`config.mk`:
```
export PLATFORM = sky130hd
export DESIGN_NAME = in_event_fifo_flat
export DESIGN_NICKNAME = d
export VERILOG_FILES = /design/src/rtl/in_event_fifo_if.sv /design/src/rtl/in_event_fifo.sv /design/src/flat_wrapper.sv
export SDC_FILE = /design/constraint.sdc
export NUM_CORES = 1
export LEC_CHECK = 0
export ABC_AREA = 0
export BUFFER_PORTS_ARGS = -buffer_cell sky130_fd_sc_hd__buf_2
export CORE_AREA = 8 8 119 121
export CTS_CLUSTER_DIAMETER = 150
export DETAILED_ROUTE_END_ITERATION = 16
export DIE_AREA = 0 0 127 129
export PLACE_DENSITY = 0.82
export SYNTH_ARGS = -nofsm -noshare
export SYNTH_HDL_FRONTEND = slang
export SYNTH_SLANG_ARGS = --single-unit
```
`constraint.sdc`:
```
create_clock -name clk_i -period 4.1 [get_ports clk_i]
set_clock_uncertainty 0.2 [all_clocks]
set_input_delay 0.205 -clock clk_i [delete_from_list [all_inputs] [get_ports clk_i]]
set_output_delay 0.205 -clock clk_i [all_outputs]
set_load 0.01 [all_outputs]
```
`src/rtl/in_event_fifo_if.sv`:
```
// Handshake bundle between the input-event producer, the FIFO and the CDC IN endpoint.
// The FIFO side uses modport slave; the producer/consumer side uses modport master.
interface in_event_fifo_if #(
   parameter int DEPTH = 16
);
   localparam int AW = $clog2(DEPTH);

   logic [7:0]  wr_data_i;
   logic        wr_valid_i;
   logic        wr_ready_o;
   logic [7:0]  rd_data_o;
   logic        rd_valid_o;
   logic        rd_ready_i;
   logic        usb_configured_i;
   logic [AW:0] level_o;
   logic        overflow_o;
   logic [7:0]  drop_count_o;

   modport slave (
      input  wr_data_i, wr_valid_i, rd_ready_i, usb_configured_i,
      output wr_ready_o, rd_data_o, rd_valid_o, level_o, overflow_o, drop_count_o
   );

   modport master (
      output wr_data_i, wr_valid_i, rd_ready_i, usb_configured_i,
      input  wr_ready_o, rd_data_o, rd_valid_o, level_o, overflow_o, drop_count_o
   );
endinterface

```
`src/rtl/in_event_fifo.sv`:
```
// First-word-fall-through byte FIFO from the arcade input event stream to the USB CDC IN port.
// Define IN_EVENT_FIFO_STATS_EN to build the saturating dropped-byte counter on drop_count_o.
module in_event_fifo #(
   parameter int DEPTH = 16,
   localparam int AW   = $clog2(DEPTH)
) (
   input  logic            clk_i,
   input  logic            rst_i,
   in_event_fifo_if.slave  bus
);

   logic [7:0]  mem_q [DEPTH];
   logic [AW:0] wp_q, wp_d;
   logic [AW:0] rp_q, rp_d;
   logic        ovf_q, ovf_d;
   logic        cfg;
   logic        empty, full;
   logic        push, drop, pop;

   assign cfg   = bus.usb_configured_i;
   assign empty = (wp_q == rp_q);
   assign full  = (wp_q[AW] != rp_q[AW]) && (wp_q[AW-1:0] == rp_q[AW-1:0]);

   // Full is judged on registered pointers, so a same-cycle pop never rescues a write.
   assign push = bus.wr_valid_i & ~full & cfg;
   assign drop = bus.wr_valid_i &  full & cfg;
   assign pop  = bus.rd_valid_o & bus.rd_ready_i;

   assign bus.wr_ready_o = ~full | ~cfg;
   assign bus.rd_valid_o = ~empty & cfg;
   assign bus.rd_data_o  = mem_q[rp_q[AW-1:0]];
   assign bus.level_o    = wp_q - rp_q;
   assign bus.overflow_o = ovf_q;

   always_comb begin
      wp_d  = wp_q + {{AW{1'b0}}, push};
      rp_d  = cfg ? (rp_q + {{AW{1'b0}}, pop}) : wp_q;
      ovf_d = cfg & (ovf_q | drop);
   end

   always_ff @(posedge clk_i or posedge rst_i) begin
      if (rst_i) begin
         wp_q  <= '0;
         rp_q  <= '0;
         ovf_q <= 1'b0;
      end else begin
         wp_q  <= wp_d;
         rp_q  <= rp_d;
         ovf_q <= ovf_d;
      end
   end

   always_ff @(posedge clk_i or posedge rst_i) begin
      if (rst_i) begin
         mem_q <= '{default: '0};
      end else if (push) begin
         mem_q[wp_q[AW-1:0]] <= bus.wr_data_i;
      end
   end

`ifdef IN_EVENT_FIFO_STATS_EN
   logic [7:0] drop_q, drop_d;

   function automatic logic [7:0] sat_inc(input logic [7:0] v);
      return (v == 8'hFF) ? v : v + 8'd1;
   endfunction

   always_comb begin
      drop_d = drop_q;
      if (!cfg)
         drop_d = 8'h00;
      else if (drop)
         drop_d = sat_inc(drop_q);
   end

   always_ff @(posedge clk_i or posedge rst_i) begin
      if (rst_i) drop_q <= 8'h00;
      else       drop_q <= drop_d;
   end

   assign bus.drop_count_o = drop_q;
`else
   assign bus.drop_count_o = 8'h00;
`endif

endmodule

```
`src/flat_wrapper.sv`:
```
// flat-port wrapper written by rule: the top's interface ports become plain ports
module in_event_fifo_flat 
#(
   parameter int DEPTH = 16,
   localparam int AW   = $clog2(DEPTH)
)
  (clk_i, rst_i, bus_wr_data_i, bus_wr_valid_i, bus_rd_ready_i, bus_usb_configured_i, bus_wr_ready_o, bus_rd_data_o, bus_rd_valid_o, bus_level_o, bus_overflow_o, bus_drop_count_o);
  in_event_fifo_if #(.DEPTH(DEPTH)) bus_i ();
  input  logic clk_i;
  input  logic rst_i;
  input wire logic [$bits(bus_i.wr_data_i)-1:0] bus_wr_data_i;
  input wire logic [$bits(bus_i.wr_valid_i)-1:0] bus_wr_valid_i;
  input wire logic [$bits(bus_i.rd_ready_i)-1:0] bus_rd_ready_i;
  input wire logic [$bits(bus_i.usb_configured_i)-1:0] bus_usb_configured_i;
  output wire logic [$bits(bus_i.wr_ready_o)-1:0] bus_wr_ready_o;
  output wire logic [$bits(bus_i.rd_data_o)-1:0] bus_rd_data_o;
  output wire logic [$bits(bus_i.rd_valid_o)-1:0] bus_rd_valid_o;
  output wire logic [$bits(bus_i.level_o)-1:0] bus_level_o;
  output wire logic [$bits(bus_i.overflow_o)-1:0] bus_overflow_o;
  output wire logic [$bits(bus_i.drop_count_o)-1:0] bus_drop_count_o;
  assign bus_i.wr_data_i = bus_wr_data_i;
  assign bus_i.wr_valid_i = bus_wr_valid_i;
  assign bus_i.rd_ready_i = bus_rd_ready_i;
  assign bus_i.usb_configured_i = bus_usb_configured_i;
  assign bus_wr_ready_o = bus_i.wr_ready_o;
  assign bus_rd_data_o = bus_i.rd_data_o;
  assign bus_rd_valid_o = bus_i.rd_valid_o;
  assign bus_level_o = bus_i.level_o;
  assign bus_overflow_o = bus_i.overflow_o;
  assign bus_drop_count_o = bus_i.drop_count_o;
  in_event_fifo #(.DEPTH(DEPTH)) u_core (.clk_i(clk_i), .rst_i(rst_i), .bus(bus_i));
endmodule
```
* Yosys cells after proc, flatten, opt, wreduce, memory -nomap -nowiden
Index checks and enable logic that the tools add are counted.
** Cells by class
- Divide/modulo/power cells :: 0
- Shifts and indexed selects :: 0
- Equal/unequal tests :: 3
- Reductions and logical operators :: 2
- Add/subtract/negate cells :: 3
- Multiplexer cells :: 7
- Bitwise gates (word level) :: 14
- Multipliers :: 0
- $lt $le $gt $ge :: 3
** Operators by type and width (number)
- 128-bit bitwise mux :: 1
- 8-bit binary-select mux with 4-bit select :: 1
- 8-bit demux with 4-bit select :: 1
- 8-bit 2-to-1 mux :: 3
- 5-bit by 1-bit adder with 5-bit output :: 2
- 5-bit greater-or-equal comparator, second input constant :: 2
- 4-bit NOT with 5-bit output :: 2
- 1-bit AND :: 7
- 5-bit equality test :: 1
- 5-bit by 1-bit < comparator with 1-bit output, second input constant :: 1
- 5-bit 2-to-1 mux :: 1
- 5-bit subtractor :: 1
- 4-bit equality test :: 1
- 1-bit NOT :: 3
- 1-bit logical AND :: 2
- 1-bit bitwise OR :: 2
- 1-bit inequality test :: 1
** Storage, ports and cells
- Memories :: 0
- Bits in read-only memories :: 0
- Bits in registers :: 139
- Bits of input ports :: 13
- Bits in latches :: 0
- Output and inout port bits :: 24
- Logic and storage cells :: 51
- Bits in writable memories :: 0

* Logic depth before layout (Yosys ltp)
- Word-level depth :: 6
- Depth in mapped cells :: 13

* Least setup slack after synthesis
Ideal clock, no wire load.
- Path kind :: flip-flop to flip-flop
- From :: reg u_core.rp_q[1]
- To :: reg u_core.rp_q[4]
- Period minus slack after synthesis :: 3.070 ns
- Slack :: 1.030 ns
- Cell stages (with the launch flop) :: 14
- Arrival time :: 2.793 ns
- Path buffers :: 3
- Required time :: 3.823 ns
- Cells stage by stage :: dfrtp_1 -> clkbuf_1 -> buf_1 -> inv_1 -> ha_1 -> and4_4 -> buf_6 -> a21boi_0 -> and2_1 -> ha_1 -> ha_1 -> nand3_1 -> xor2_1 -> a21oi_1
** Between the ends
- Cells in the longest elaborated chain, start to end :: 6
** RTL lines
- from (decl) :: line in_event_fifo.sv:14 : logic [AW:0] rp_q, rp_d;
- from (signal assigned) :: line in_event_fifo.sv:48 : rp_q <= rp_d;
- 5-bit equality test :: line in_event_fifo.sv:21 : assign empty = (wp_q == rp_q);
- 1-bit NOT :: line in_event_fifo.sv:30 : assign bus.rd_valid_o = ~empty & cfg;
- 1-bit AND :: line in_event_fifo.sv:30
- named net bus_rd_valid_o :: line flat_wrapper.sv:17 : output wire logic [$bits(bus_i.rd_valid_o)-1:0] bus_rd_valid_o;
- 1-bit AND :: line in_event_fifo.sv:27 : assign pop = bus.rd_valid_o & bus.rd_ready_i;
- 5-bit by 1-bit adder with 5-bit output :: line in_event_fifo.sv:37 : rp_d = cfg ? (rp_q + {{AW{1'b0}}, pop}) : wp_q;
- 5-bit 2-to-1 mux :: line in_event_fifo.sv:37
- named net u_core.rp_d[4] :: line in_event_fifo.sv:14
The timed path passes the listed nets, and every way through them passes these cells.
A chain may end at the register's enable or synchronous reset.

* Worst setup path after layout
- From :: reg u_core.rp_q[0]
- To :: out bus_rd_data_o[2]
** Between the ends
- Cells in the longest elaborated chain, start to end :: 4
** RTL lines
- 4-bit NOT with 5-bit output (not written as such) :: line in_event_fifo.sv:31 : assign bus.rd_data_o = mem_q[rp_q[AW-1:0]];
- 8-bit binary-select mux with 4-bit select :: line in_event_fifo.sv:31
- 8-bit 2-to-1 mux (not written as such) (2 in a row) :: line in_event_fifo.sv:31
- to (decl) :: line flat_wrapper.sv:16 : output wire logic [$bits(bus_i.rd_data_o)-1:0] bus_rd_data_o;
Every way passes these cells. The select of a mux whose other input is x is not followed.

==> results.json <==
{
  "async_reset_ff_frac": 1.00,
  "cts_resized": 0,
  "dr_total_vias": 3942,
  "clock_path_buffers": 2,
  "stdcell_area_sq_mm": 0.00747,
  "dieWidth_um": 127,
  "ant_nets": 0,
  "clock-root-buffer": "clkbuf_16",
  "ys_seq_elements": 139,
  "synthCells": 444,
  "wirelength_mm": 14.7,
  "io_pins": 37,
  "syn_area_sq_mm": 0.00657,
  "num_antenna_cells": 0,
  "mostFrequentLayoutCells": "dfrtp_1, mux2_2, mux4_2",
  "nFillCells": 944,
  "power_density_mw_per_mm2": 834,
  "die_h_um": 129,
  "critPathMaxFanout": 33,
  "synth.yosys.seq_area_share": 0.530,
  "cpPeakStageDelay_ns": 0.61,
  "drt-initial-drc-count": 238,
  "port_buffers": 28,
  "placed_cell_area_sq_mm": 0.00680,
  "slew_headroom": 0.380,
  "setup_viol": 0,
  "regArea_sq_mm": 0.00348,
  "critPathSlowestCell": "mux4_2",
  "timing.final.max_slew_violations": 0,
  "track_usage": 0.194,
  "hp-class": "input pin to flip-flop",
  "cp-start-kind": "flip-flop",
  "num_rows": 41,
  "via_per_inst": 6.17,
  "tns_ns": 0,
  "cp.arrival_ns": 2.55,
  "grt_setup_unrepaired": "no",
  "path_class": "flip-flop to output pin",
  "yosysUniqueCellTypes": 33,
  "h-tree-depth": 4,
  "grt_pass1_vias": 4281,
  "worst_pin_slew_ns": 0.926,
  "required_ns": 3.69,
  "crit_chain": "buf_4 -> mux4_2 -> a22oi_1 -> nand2_1 -> buf_2",
  "endpoint_kind": "output pin",
  "clock.fmax_mhz": 339,
  "hold_viol_final": 0,
  "drive_gt1_frac": 0.466,
  "grt_overflow": 0,
  "cts_buffers": 17,
  "clk_pin_slew_ns": 0.06,
  "synth_ff_type": "dfrtp_1",
  "final_net_count": 498,
  "fin_crit_sh": 0.720,
  "cts_tree": "yes",
  "grt_max_degree": 140,
  "dpl.hpwl_mm": 9.08,
  "drc": 0,
  "clk_latency_ns": 0.41,
  "min_period_ns": 2.95,
  "grt_pass1_wl_mm": 23.8,
  "fin_worst_hold_slack_ns": 0.0581,
  "max-cap-violations": 0,
  "cp_num_buf_inv": 2,
  "placed_cells": 603,
  "synthToLayoutAreaGrowth_pct": 13.8,
  "coreArea_sq_mm": 0.0123,
  "dieArea_sq_mm": 0.0164,
  "setup_ws_ns": 1.15,
  "dpl_worst_slack_ns": 1.29,
  "cp_top_family": "buffers and inverters",
  "avgRoutedWirePerCell_um": 23.1,
  "start_util": 0.533,
  "grt_antenna_before_repair": 0,
  "synth_area_per_cell_sq_um": 14.8,
  "fin_cells": 639,
  "status": "complete, no violations",
  "place.gp.congestion": 0.907,
  "final_common_cell": "dfrtp_1",
  "clock-sinks": 139,
  "p_leak_nw": 3.45,
  "multi_input_area_sq_mm": 0.00292,
  "ir_worst_vdd_mv": 0.403,
  "first_pass_iters": 4,
  "ys_warn_count": 0,
  "synth_edf_count": 0
}
[report_power, final]
group	switching (mW)	internal, mW	total (mW)
clock	0.575	1.05	1.62
sequential	0.383	1.98	2.37
combinational	1.03	1.21	2.24
total	1.99	4.25	6.23
[state kept, by name (all words and copies together) (netlist names)]
register,flops
u_core.bus.overflow_o,1
u_core.wp_q,5
u_core.mem_q,128
u_core.rp_q,5
[logic make-up after synthesis]
kind of cell / share of synthesized area
AO/OA/AOI/OAI: 0.0328
XOR/XNOR: 0.0147
AND/OR/NAND/NOR: 0.0406
flip-flops: 0.530
other: 0.000571
adder cells (fa/ha/maj): 0.0183
multiplexers: 0.334
buffers and inverters: 0.0297
[path summary, 6_finish.rpt]
| path | from | end | slack [ns] | depth (start not counted) |
|---|---|---|---|---|
| worst min register to register | u_core.mem_q[43] | u_core.mem_q[43] | 0.30 | 1 |
| max in group asynchronous | rst_i | u_core.rp_q[0] | 2.76 | 4 |
| worst min-delay path | bus_wr_data_i[2] | u_core.mem_q[34] | 0.06 | 2 |
| min in group asynchronous | rst_i | u_core.mem_q[127] | 0.32 | 4 |
| worst max register to register | u_core.wp_q[2] | u_core.mem_q[40] | 1.24 | 5 |
| worst max-delay path | u_core.rp_q[0] | bus_rd_data_o[2] | 1.15 | 5 |
[synth_stat cells, drive strengths merged, types with 9 or more instances]
| cell type | count | share of area |
|---|---|---|
| nand2 | 21 | 0.012 |
| a21oi | 9 | 0.0069 |
| mux2 | 128 | 0.22 |
| a22oi | 16 | 0.018 |
| inv | 10 | 0.0057 |
| buf | 14 | 0.015 |
| mux4 | 32 | 0.11 |
| nor2 | 13 | 0.0082 |
| dfrtp | 139 | 0.53 |
| clkbuf | 15 | 0.0086 |
[metal layers]
metal / vias to the layer above / global-route usage / wire [um]
met5: - / 0 / 0
met4: 0 / 0.0721 / 218
met3: 21 / 0.0509 / 685
met2: 120 / 0.326 / 7550
met1: 2111 / 0.236 / 6280
li1: 1690 / - / -
[final cells by class]
| class | instances | share of cell area |
|---|---|---|
| tap | 150 | 0.0251 |
| clock inverter | 11 | 0.0224 |
| timing repair buffer | 35 | 0.0288 |
| clock buffer | 21 | 0.0616 |
| sequential | 139 | 0.466 |
| inverter | 10 | 0.00553 |
| multi-input combinational | 273 | 0.391 |
[repair_timing]
| item | 4_1_cts | 5_1_grt |
|---|---|---|
| endpoints found under the hold margin | 145 | 0 |
| hold buffers | 4 | 0 |
| setup buffers | 0 | 0 |
[per-stage QoR]
stage	utilization	power (mW)
6_report	0.607	6.23
5_1_grt	0.607	6.55
4_1_cts	0.607	6.26
3_5_place_dp	0.553	4.60
3_3_place_gp	0.553	4.45
2_1_floorplan	-	3.95
Power figures use the tool's default switching activity.
